$ cat src/rtl/alarm_ring_ctrl.sv
// alarm_ring_ctrl: alarm match/ring/snooze sequencer driving the VGA ring icon and buzzer
module alarm_ring_ctrl #(
   parameter int RING_TIMEOUT_S = 60,
   parameter int SNOOZE_S       = 300
) (
   input  logic       clk,
   input  logic       reset,
   input  logic       tick_half,
   input  logic       alarm_en,
   input  logic [7:0] cur_hh,
   input  logic [7:0] cur_mm,
   input  logic [7:0] cur_ss,
   input  logic [7:0] al_hh,
   input  logic [7:0] al_mm,
   input  logic       ack,
   input  logic       snooze,
   output logic       activar_alarma,
   output logic       ring_blink,
   output logic       buzzer,
   output logic [1:0] state_o
);
   localparam int MAX_S = (RING_TIMEOUT_S > SNOOZE_S) ? RING_TIMEOUT_S : SNOOZE_S;
   localparam int CW = $clog2(2 * MAX_S + 1);
   localparam logic [CW-1:0] RING_LAST = CW'(2 * RING_TIMEOUT_S - 1);
   localparam logic [CW-1:0] SNZ_LAST  = CW'(2 * SNOOZE_S - 1);
   localparam logic [1:0] IDLE = 2'd0, ARMED = 2'd1, RINGING = 2'd2, SNOOZE = 2'd3;

   logic [1:0]    state_q, state_d;
   logic [CW-1:0] cnt_q, cnt_d;
   logic          match_q, blink_q, blink_d, act_q, buzz_q;
   logic          match, trig, change;

   assign match  = (cur_hh == al_hh) && (cur_mm == al_mm) && (cur_ss == 8'h00);
   assign trig   = match & ~match_q;
   assign change = state_d != state_q;

   always_comb begin
      state_d = state_q;
      case (state_q)
         IDLE:    state_d = alarm_en ? ARMED : IDLE;
         ARMED:   state_d = !alarm_en ? IDLE : trig ? RINGING : ARMED;
         RINGING: state_d = !alarm_en ? IDLE : ack ? ARMED : snooze ? SNOOZE :
                            (tick_half && cnt_q == RING_LAST) ? ARMED : RINGING;
         SNOOZE:  state_d = !alarm_en ? IDLE : ack ? ARMED :
                            (tick_half && cnt_q == SNZ_LAST) ? RINGING : SNOOZE;
         default: state_d = IDLE;
      endcase
   end

   // a state change swallows a coincident tick: no count, no blink toggle
   always_comb begin
      cnt_d   = change ? '0 : (tick_half && state_q[1]) ? cnt_q + 1'b1 : cnt_q;
      blink_d = (state_d != RINGING) ? 1'b0 : change ? 1'b1 : tick_half ? ~blink_q : blink_q;
   end

   always_ff @(posedge clk) begin
      if (reset) begin
         state_q <= IDLE;
         cnt_q   <= '0;
         match_q <= 1'b0;
         blink_q <= 1'b0;
         act_q   <= 1'b0;
         buzz_q  <= 1'b0;
      end else begin
         state_q <= state_d;
         cnt_q   <= cnt_d;
         match_q <= match;
         blink_q <= blink_d;
         act_q   <= state_d == RINGING;
         buzz_q  <= blink_d;
      end
   end

   assign activar_alarma = act_q;
   assign ring_blink     = blink_q;
   assign buzzer         = buzz_q;
   assign state_o        = state_q;
endmodule

$ cat config.mk
export PLATFORM = sky130hd
export DESIGN_NAME = alarm_ring_ctrl
export DESIGN_NICKNAME = d
export VERILOG_FILES = /design/src/rtl/alarm_ring_ctrl.sv
export SDC_FILE = /design/constraint.sdc
export NUM_CORES = 1
export LEC_CHECK = 0
export ABC_AREA = 1
export BUFFER_PORTS_ARGS = -buffer_cell sky130_fd_sc_hd__buf_2
export CAP_MARGIN = 20
export CORE_MARGIN = 2
export CORE_UTILIZATION = 45
export CTS_BUF_LIST = sky130_fd_sc_hd__clkbuf_8
export DETAILED_ROUTE_END_ITERATION = 8
export HOLD_SLACK_MARGIN = 0.08
export PLACE_DENSITY = 0.83
export SYNTH_ARGS = -nofsm -noshare
export SYNTH_HDL_FRONTEND = slang
export SYNTH_SLANG_ARGS = --single-unit
$ cat constraint.sdc
create_clock -name clk -period 2.3 [get_ports clk]
set_input_delay 0.46 -clock clk [delete_from_list [all_inputs] [get_ports clk]]
set_output_delay 0.46 -clock clk [all_outputs]
set_load 0.01 [all_outputs]
* After elaboration in Yosys (flattened, before gate mapping) *
Index checks and enable logic that the tools add are counted.

storage, ports and cells
  register bits = 15
  input port bits = 46
  output and inout port bits = 5
  word-level logic and storage cells = 42

cells by class
  add/sub/neg operators = 1
  eq/ne operators = 10
  muxes and demuxes = 13
  bitwise gates (word level) = 3
  reductions and logical operators = 10

operator list
  operator                 number
  $eq A8 B8 Y1             2
  $mux W2                  8
  $add A10 B1 Y10 const B  1
  $eq A10 B10 Y1 const B   1
  $eq A10 B7 Y1 const B    1
  $logic_not A8 Y1         1
  $pmux W2 S4              1
  $eq A2 B2 Y1 const B     3
  $logic_and A1 B1 Y1      5
  $mux W1                  4
  $reduce_or A2 Y1         2
  $eq A2 B1 Y1 const B     1
  $logic_not A2 Y1         1
  $ne A2 B2 Y1             1
  $ne A2 B2 Y1 const B     1
  $not A1 Y1               2
  $reduce_bool A2 Y1       1
  $and A1 B1 Y1            1

* Logic depth before layout (Yosys ltp) *
Gate-level depths: netlist of run 1.

  depth in word-level cells = 9
  depth in mapped cells = 14
  depth with buffers taken out = 14

* Least setup slack after synthesis of run 1 *
No wires, ideal clock.

  kind = register to register
  start = register cnt_q[0]
  end = register cnt_q[8]
  data arrival time = 1,489 ps
  data required time = 2,235 ps
  slack = 745 ps
  cell stages (with the launch flop) = 14
  buffers on the path = 0
  cells stage by stage = dfxtp_1 ha_1 nand2_1 nor2_1 nand3_1 nand2_1 nand2_1 nand2_1 nand3_1 nand2_1 nand2_2 nor2_4 nand2_4 nor2_1

between the ends
  longest elaborated chain between the ends = 9

RTL lines
  what                        RTL line  text
  from (decl)                 29        logic [CW-1:0] cnt_q, cnt_d;
  from (signal assigned)      66        cnt_q <= cnt_d;
  $eq A10 B7 Y1               43        (tick_half && cnt_q == RING_LAST) ? ARMED : RINGING;
  $logic_and A1 B1 Y1         43
  $mux W2                     43
  $mux W2 (3 in a row)        42        RINGING: state_d = !alarm_en ? IDLE : ack ? ARMED : snooze ? SNOOZE :
  $pmux W2 S4                 39        case (state_q)
  $ne A2 B2 Y1                35        assign change = state_d != state_q;
  $reduce_or A2 Y1 (no line)  n/a

Parallel ways exist; a longest one is shown, timed or not.
A chain may end at the register's enable or synchronous reset.

* Final worst setup path of run 1 *
Ends and elaborated chain as after synthesis.

==> impl_metrics.env, run 1 <==
export IMPL_worst_pin_slew_ps=302
export IMPL_first_pass_iters=4
export IMPL_cts_path_max_buffers=2
export IMPL_antenna_found_initial=0
export IMPL_synth_area_leader_cell="dfxtp_1"
export IMPL_post_cts_resized=0
export IMPL_finalMaxSlewViolations=0
export IMPL_cp_start_kind="register"
export IMPL_slew_headroom=0.797
export IMPL_dpl_hpwl_um=1880
export IMPL_io_pins=51
export IMPL_yosysSeqAreaShare=0.268
export IMPL_numCtsBuffers=3
export IMPL_synth_area_leaders="dfxtp_1 (27%), nand2_1 (18%), nor2_1 (12%)"
export IMPL_rsz0062_at_grt="no"
export IMPL_drc=0
export IMPL_grt_pass1_wl_um=3970
export IMPL_initial_core_util=0.465
export IMPL_clock_skew_ps=1.92
export IMPL_gp_routability_congestion=0.802
export IMPL_fin_tns_setup_ps=0
export IMPL_power_density_nw_per_um2=398
export IMPL_drive_above_1_share=0.307
export IMPL_cp_data_required_time_ps=2480
export IMPL_finalSetupViolations=0
export IMPL_numClockSinks=15
export IMPL_tritoncts="done"
export IMPL_fp_dieH_um=53.9
export IMPL_coreArea_um2=2410
export IMPL_clk_latency_ps=250
export IMPL_via_per_inst=4.38
export IMPL_ys_flop_type="dfxtp_1"
export IMPL_grt_overflow=0
export IMPL_nets=289
export IMPL_fmax_ghz=0.553
export IMPL_status="completed"
export IMPL_critPathKind="register to register"
export IMPL_synthCells=188
export IMPL_cp_common_cell="nand2_1"
export IMPL_final_area_um2=1450
export IMPL_hold_viol_final=0
export IMPL_first_global_vias=1114
export IMPL_critPathCaptureType="register"
export IMPL_ys_warn_count=0
export IMPL_peakVddDrop_v=0.000369
export IMPL_cpPeakStageDelay_ps=370
export IMPL_crit_chain="ha_1, nand2_1, nor2_1, nand3_1, nand2_1, nand2_1, nand2_1, nand3_1, nand2_1, nand2_2, nor2_4, nand2_4, nor2_1"
export IMPL_path_buf_inv=0
export IMPL_n_antenna_cell=0
export IMPL_post_route_period_util=0.786
export IMPL_leakagePower_nw=0.810
export IMPL_port_buffers=50
export IMPL_min_path_type="input pin to register"
export IMPL_syn_to_final_growth_pct=29.0
export IMPL_routed_wl_um=2210
export IMPL_avgRoutedWirePerCell_um=8.17
export IMPL_hold_buffers=0
export IMPL_vias=1188
export IMPL_layout_min_cycle_time_ps=1810
export IMPL_synth_top_area_frac=0.268
export IMPL_arrival_ps=1990
export IMPL_grt_max_degree=11
export IMPL_synth_area_per_cell_um2=5.96
export IMPL_root_buffer="clkbuf_8"
export IMPL_p_total_mw=0.576
export IMPL_drt_iter0_drc=13
export IMPL_place_area_um2=1400
export IMPL_synthesis_nets=235
export IMPL_synth_cell_types=23
export IMPL_cp_slowest_cell="dfxtp_1"
export IMPL_htreeDepth=1
export IMPL_synth_cell_area_um2=1120
export IMPL_post_synth_top_count_cell="nand2_1"
export IMPL_fillers=232
export IMPL_synth_seq_cells=15
export IMPL_maxCapViolCount=0
export IMPL_post_cts_setup_buffer_count=0
export IMPL_synthTopCellsByCount="nand2_1 (53), nor2_1 (36), inv_1 (34), dfxtp_1 (15), nor2_2 (11)"
export IMPL_path_delay_family="simple AND/OR/NAND/NOR gates"
export IMPL_clkTransAtPathRegs_ps=60
export IMPL_die_area_um2=2910
export IMPL_holdWs_ps=425
export IMPL_grt_total_usage=0.186
export IMPL_crit_fanout=10
export IMPL_die_w_um=53.9
export IMPL_drtAntennaViolNets=0
export IMPL_synthArstFlopShare=0
export IMPL_synth_edff_count=0
export IMPL_rows=18
-- cells by family after synthesis --
kind of cell | count (synthesis) | synth area share
AO/OA/AOI/OAI | 3 | 0.0134
XOR/XNOR | 11 | 0.0859
adder cells (fa/ha/maj) | 1 | 0.0112
buffers and inverters | 37 | 0.127
flip-flops | 15 | 0.268
AND/OR/NAND/NOR | 121 | 0.494
-- placed cells by master, fill, tap and decap left out, types with 3 or more instances in the layout --
cell type / Yosys / final
dfxtp_1: 15 / 15
clkbuf_8: 0 / 3
nand2_1: 53 / 53
xor2_1: 9 / 9
nor2_2: 11 / 11
buf_2: 0 / 50
nand3_1: 6 / 6
nor3_1: 4 / 4
nor2_1: 36 / 36
inv_1: 34 / 35
-- registers in the layout (all words and copies together) (netlist names) --
signal          flops
cnt_q              10
state_o             2
activar_alarma      1
buzzer              1
match_q             1
-- per-stage QoR --
stage               setup slack [ps]  utilization  instances
floorplan                        745            -        188
global placement                 514        0.582        267
detailed placement               431        0.582        267
CTS                              472        0.600        271
global route                     249        0.600        271
finish                           493        0.600        271
-- worst paths after layout --
path / startpoint / endpoint / slack, ps / cells after the start
worst min register to register: cnt_q[7]$_SDFFE_PP0P_ / cnt_q[7]$_SDFFE_PP0P_ / 560 / 2
worst min-delay path: reset / state_o[0]$_SDFF_PP0_ / 420 / 2
worst max-delay path: cnt_q[0]$_SDFFE_PP0P_ / cnt_q[8]$_SDFFE_PP0P_ / 490 / 13
worst max register to register: cnt_q[0]$_SDFFE_PP0P_ / cnt_q[8]$_SDFFE_PP0P_ / 490 / 13
-- layout make-up --
cell class	instances	area, um2	area share
well taps	30	37.5	0.0260
multi-input cells	136	678	0.469
clock buffers	3	41.3	0.0285
clock inverters	1	3.75	0.00260
inverters	36	135	0.0934
repair buffers	50	250	0.173
flip-flops and latches	15	300	0.208
-- per-layer routing --
layer / track usage / routed length, um / vias to the layer above
met5: 0 / 0 / -
met4: 0.111 / 63 / 0
met3: 0.0278 / 107 / 7
met2: 0.333 / 1040 / 30
met1: 0.203 / 1010 / 495
li1: - / - / 656
-- power by group --
group | switching, mW | internal [mW] | total [mW] | leakage, nW
clock | 0.0908 | 0.118 | 0.209 | 0.0269
combinational | 0.0539 | 0.0510 | 0.105 | 0.662
sequential | 0.00134 | 0.261 | 0.262 | 0.121
Power figures use the tool's default switching activity.
==> inputs of run 2 (changes only) <==
--- a/config.mk
+++ b/config.mk
@@ -9,7 +9,7 @@
 export BUFFER_PORTS_ARGS = -buffer_cell sky130_fd_sc_hd__buf_2
 export CAP_MARGIN = 20
 export CORE_MARGIN = 2
-export CORE_UTILIZATION = 45
+export CORE_UTILIZATION = 43
 export CTS_BUF_LIST = sky130_fd_sc_hd__clkbuf_8
 export DETAILED_ROUTE_END_ITERATION = 8
 export HOLD_SLACK_MARGIN = 0.08
==> constraint.sdc (replaced) <==
create_clock -name clk -period 1.45 [get_ports clk]
set_input_delay 0.29 -clock clk [delete_from_list [all_inputs] [get_ports clk]]
set_output_delay 0.29 -clock clk [all_outputs]
set_load 0.01 [all_outputs]
==> run 2 against run 1 <==
  * The flow now finishes with violations (setup timing)
  * Hold slack got worse by 180 ps
  * Flip-flop and latch count unchanged
  * Sequential power increased by 58%
  * Critical path depth unchanged
  * Via count increased by 11%
  * Setup slack got worse by 670 ps
  * Clock power increased by 59%
  * Clock skew about the same
  * Largest cell class unchanged
==> impl_metrics.env, run 2 (same netlist as run 1, synthesis figures left out) <==
export IMPL_violations="setup timing"
export IMPL_htreeDepth=1
export IMPL_cp_common_cell="nand2_2"
export IMPL_pwr_share_seq=0.441
export IMPL_final_cell_mix="buf_2 (50), nand2_1 (49), inv_1 (35)"
export IMPL_grt_met1_usage=0.220
export IMPL_io_pins=51
export IMPL_leakagePower_nw=0.955
export IMPL_die_area_um2=3030
export IMPL_drt_iter0_drc=11
export IMPL_arrival_ps=1810
export IMPL_clock_power_share=0.355
export IMPL_grt_max_degree=9
export IMPL_use_met2=0.403
export IMPL_finalMaxSlewViolations=0
export IMPL_drive_above_1_share=0.444
export IMPL_crit_chain="ha_4, nand2_4, nor2_4, nand3_2, nand2_1, nand2_1, nand2_2, nand3_2, nand2_2, nand2_2, nor2_4, nand2_4, nor2_2"
export IMPL_p_int_mw=0.694
export IMPL_clkTransAtPathRegs_ps=60
export IMPL_vias=1320
export IMPL_first_global_vias=1202
export IMPL_min_path_type="input pin to register"
export IMPL_fp_dieH_um=55.1
export IMPL_rsz0062_at_grt="yes"
export IMPL_syn_to_final_growth_pct=52.5
export IMPL_root_buffer="clkbuf_8"
export IMPL_status="finished, violations left"
export IMPL_die_w_um=55.1
export IMPL_nets=314
export IMPL_n_antenna_cell=0
export IMPL_port_buffers=50
export IMPL_fin_tns_setup_ps=-1600
export IMPL_drc=0
export IMPL_rows=18
export IMPL_tritoncts="done"
export IMPL_clock_skew_ps=1.74
export IMPL_critPathCaptureType="register"
export IMPL_grt_pass1_wl_um=4490
export IMPL_initial_core_util=0.453
export IMPL_p_total_mw=0.940
export IMPL_pre_cts_ws_ps=-212
export IMPL_cpPeakStageDelay_ps=350
export IMPL_dpl_hpwl_um=2090
export IMPL_top_usage_layer="met2"
export IMPL_mostFrequentLayoutCell="buf_2"
export IMPL_cp_start_kind="register"
export IMPL_finalSetupViolations=12
export IMPL_clk_latency_ps=250
export IMPL_layout_setup_ws_ps=-176
export IMPL_p_switching_mw=0.246
export IMPL_routed_wl_um=2760
export IMPL_first_pass_iters=4
export IMPL_switching_share=0.262
export IMPL_largest_reg_flops=10
export IMPL_regMostFlops="cnt_q"
export IMPL_grt_overflow=0
export IMPL_power_density_nw_per_um2=550
export IMPL_critPathKind="register to register"
export IMPL_dp_cells=289
export IMPL_fin_util=0.690
export IMPL_antenna_found_initial=0
export IMPL_via_per_inst=4.46
export IMPL_final_cells=296
export IMPL_crit_fanout=5
export IMPL_gp_routability_congestion=0.747
export IMPL_slew_headroom=0.858
export IMPL_cp_data_required_time_ps=1630
export IMPL_gr_usage_met3=0.0538
export IMPL_coreArea_um2=2480
export IMPL_hold_viol_final=0
export IMPL_numCtsBuffers=3
export IMPL_numClockSinks=15
export IMPL_peakVddDrop_v=0.000622
export IMPL_avgRoutedWirePerCell_um=9.33
export IMPL_cp_slowest_cell="dfxtp_2"
export IMPL_maxCapViolCount=0
export IMPL_cts_path_max_buffers=2
export IMPL_grt_total_usage=0.207
export IMPL_worst_pin_slew_ps=211
export IMPL_layout_min_cycle_time_ps=1630
export IMPL_power_frac_comb=0.204
export IMPL_fmax_ghz=0.615
export IMPL_drtAntennaViolNets=0
export IMPL_post_route_period_util=1.12
[run 2: changes by cell type in the layout (fill, tap and decap cells not counted), moves of 3 or more]
cell     change
dfxtp_1      -4
buf_4       +24
nand2_1      -4
nor2_2       +5
nand2_2      +3
nor2_1       -6
dfxtp_2      +4
[run 2: per-layer routing]
| layer | routed length, um | part of all wire | vias up |
|---|---|---|---|
| met5 | 0 | 0 | - |
| met4 | 29 | 0.011 | 0 |
| met3 | 123 | 0.045 | 4 |
| met2 | 1460 | 0.53 | 31 |
| met1 | 1150 | 0.42 | 574 |
| li1 | - | - | 711 |
[run 2: final cells by class]
cell class,count,area [um2]
inverters,36,135
well taps,30,37.5
multi-input cells,137,756
flip-flops and latches,15,305
repair buffers,74,430
clock inverters,1,3.75
fillers,220,768
clock buffers,3,41.3
[run 2: path summary, 6_finish.rpt]
kind	from	end	slack, ps	depth (start not counted)
max reg2reg	cnt_q[0]$_SDFFE_PP0P_	cnt_q[5]$_SDFFE_PP0P_	-180	13
max	cnt_q[0]$_SDFFE_PP0P_	cnt_q[5]$_SDFFE_PP0P_	-180	13
min	reset	state_o[0]$_SDFF_PP0_	240	2
min reg2reg	cnt_q[9]$_SDFFE_PP0P_	cnt_q[9]$_SDFFE_PP0P_	580	2
[run 2: timing repair]
action	4_1_cts	5_1_grt
pin swaps	13	5
buffers inserted	1	1
gates cloned	1	0
hold endpoints to repair	0	0
hold buffers	0	0
gates resized for setup	6	8
endpoints found under the setup margin	12	13
[run 2: per-stage QoR]
step                      hold slack (ps)  area [um2]
after floorplan                       355        1150
after global placement                496        1590
after detailed placement              511        1590
after CTS                             246        1680
after global routing                  247        1710
final                                 244        1710
[run 2: critical path: cells and delay by family, from the launching register on]
| family | cells | cell delay, ps |
|---|---|---|
| simple gates | 12 | 1060 |
| fa+ha+maj | 1 | 150 |
| flops | 1 | 350 |
[run 2: power groups by stage]
stage	logic [mW]	clock network, mW	registers [mW]
floorplan	0.0830	0	0.425
global placement	0.172	0	0.424
detailed placement	0.178	0	0.424
CTS	0.187	0.337	0.415
global route	0.222	0.369	0.415
finish	0.192	0.333	0.415
==> inputs of run 3 (changes only) <==
--- a/config.mk
+++ b/config.mk
@@ -13,7 +13,9 @@
 export CTS_BUF_LIST = sky130_fd_sc_hd__clkbuf_8
 export DETAILED_ROUTE_END_ITERATION = 8
 export HOLD_SLACK_MARGIN = 0.08
+export MAX_ROUTING_LAYER = met4
 export PLACE_DENSITY = 0.83
+export SETUP_SLACK_MARGIN = 0.4
 export SYNTH_ARGS = -nofsm -noshare
 export SYNTH_HDL_FRONTEND = slang
 export SYNTH_SLANG_ARGS = --single-unit
==> run 3 against run 2 <==
  * The flow still finishes with violations (setup timing)
  * Sequential share of layout area fell by 0.26 points
  * Clock skew rose by 2.2 ps
  * Cell count is 0.34% higher
  * Clock power down 2%
  * Design area increased by 2.7%
  * Sequential power hardly changed
  * Global-route usage rose by 3.9 points
  * Via count increased by 4.2%
  * Setup slack got worse by 5.5 ps
  * First-iteration DRC count grew 27%
  * Critical path depth shrank 2
  * Critical path type unchanged
  * Critical endpoint is now cnt_q[7]$_SDFFE_PP0P_
  * Largest cell class unchanged
==> impl_metrics.env, run 3 (same netlist as run 1, synthesis figures left out) <==
export IMPL_status="finished, violations left"
export IMPL_violations="setup timing"
export IMPL_power_density_nw_per_um2=535
export IMPL_fin_tns_setup_ps=-1820
export IMPL_crit_fanout=5
export IMPL_die_area_um2=3030
export IMPL_critPathCaptureType="register"
export IMPL_leakagePower_nw=0.968
export IMPL_regArea_um2=309
export IMPL_avgRoutedWirePerCell_um=10.6
export IMPL_p_total_mw=0.940
export IMPL_arrival_ps=1820
export IMPL_fillers=210
export IMPL_first_pass_iters=4
export IMPL_numCtsBuffers=3
export IMPL_post_route_period_util=1.12
export IMPL_fp_dieH_um=55.1
export IMPL_tritoncts="done"
export IMPL_port_buffers=50
export IMPL_cts_path_max_buffers=2
export IMPL_hold_buffers=0
export IMPL_largest_reg_flops=10
export IMPL_dpl_hpwl_um=2230
export IMPL_nets=315
export IMPL_root_buffer="clkbuf_8"
export IMPL_drt_iter0_drc=14
export IMPL_via_per_inst=4.63
export IMPL_hold_viol_final=0
export IMPL_maxCapViolCount=0
export IMPL_n_antenna_cell=0
export IMPL_drc=0
export IMPL_syn_to_final_growth_pct=56.6
export IMPL_cp_data_required_time_ps=1640
export IMPL_antenna_found_initial=0
export IMPL_coreArea_um2=2480
export IMPL_htreeDepth=1
export IMPL_final_area_um2=1760
export IMPL_first_global_vias=1244
export IMPL_drtAntennaViolNets=0
export IMPL_finalSetupViolations=13
export IMPL_rsz0062_at_grt="yes"
export IMPL_clk_latency_ps=250
export IMPL_die_w_um=55.1
export IMPL_cp_start_kind="register"
export IMPL_numClockSinks=15
export IMPL_regMostFlops="cnt_q"
export IMPL_vias=1376
export IMPL_place_area_um2=1590
export IMPL_grt_total_usage=0.245
export IMPL_dp_cells=288
export IMPL_clock_skew_ps=3.94
export IMPL_drive_above_1_share=0.453
export IMPL_grt_max_degree=9
export IMPL_critPathKind="register to register"
export IMPL_initial_core_util=0.453
export IMPL_slew_headroom=0.832
export IMPL_io_pins=51
export IMPL_layout_setup_ws_ps=-181
export IMPL_routed_wl_um=3140
export IMPL_final_cell_mix="buf_2 (48), nand2_1 (47), inv_1 (35)"
export IMPL_mostFrequentLayoutCell="buf_2"
export IMPL_min_path_type="input pin to register"
export IMPL_multiInputGateArea_um2=767
export IMPL_layout_min_cycle_time_ps=1630
export IMPL_worst_pin_slew_ps=250
export IMPL_final_cells=297
export IMPL_finalMaxSlewViolations=0
export IMPL_pre_cts_ws_ps=-233
export IMPL_peakVddDrop_v=0.000571
export IMPL_grt_pass1_wl_um=5120
export IMPL_grt_overflow=0
export IMPL_clkTransAtPathRegs_ps=60
export IMPL_gp_routability_congestion=0.814
export IMPL_fmax_ghz=0.613
export IMPL_rows=18
## run 3: per-stage QoR
step,utilization,hold slack (ps)
3_5_place_dp,0.640,505
3_3_place_gp,0.640,504
4_1_cts,0.697,269
6_report,0.709,278
5_1_grt,0.709,263
2_1_floorplan,-,355
## run 3: timing repair
| item | in CTS | in global routing |
|---|---|---|
| endpoints found under the setup margin | 18 | 19 |
| gates resized for setup | 20 | 4 |
| gates cloned | 1 | 0 |
| pin swaps | 11 | 2 |
| buffers inserted | 2 | 2 |
## run 3: final cells by class
| cell class | instances | area share |
|---|---|---|
| clock buffer | 3 | 0.0235 |
| clock inverter | 1 | 0.00214 |
| inverter | 36 | 0.0770 |
| multi-input combinational | 137 | 0.437 |
| sequential | 15 | 0.176 |
| tap | 30 | 0.0214 |
| timing repair buffer | 75 | 0.263 |
## run 3: worst paths after layout
check,from,to,slack (ps),cells after the start
min reg2reg,cnt_q[9]$_SDFFE_PP0P_,cnt_q[9]$_SDFFE_PP0P_,600,2
max,cnt_q[0]$_SDFFE_PP0P_,cnt_q[7]$_SDFFE_PP0P_,-180,11
max reg2reg,cnt_q[0]$_SDFFE_PP0P_,cnt_q[7]$_SDFFE_PP0P_,-180,11
min,reset,state_o[1]$_SDFF_PP0_,280,2
## run 3: metal layers
layer  part of all wire  global-route usage  vias up
met4              0.030               0.106        0
met1               0.39               0.248      608
met2               0.53               0.442       40
met5                  0                   -        -
li1                   -                   -      719
met3              0.046              0.0672        9
## run 3: power by group
group / internal (mW) / switching (mW)
Clock: 0.188 / 0.138
Combinational: 0.0974 / 0.103
Sequential: 0.412 / 0.00115
Total: 0.697 / 0.242
## run 3: critical path: stages (launching register included)
cell and delay [ps]:
dfxtp_2 350, ha_4 150, nand2_4 70, nor2_4 100, nand3_2 80, o21ai_1 150, nand2_1 110, nand3_1 80
nand2_1 80, nor2_4 190, nand2_4 120, nor2_2 100
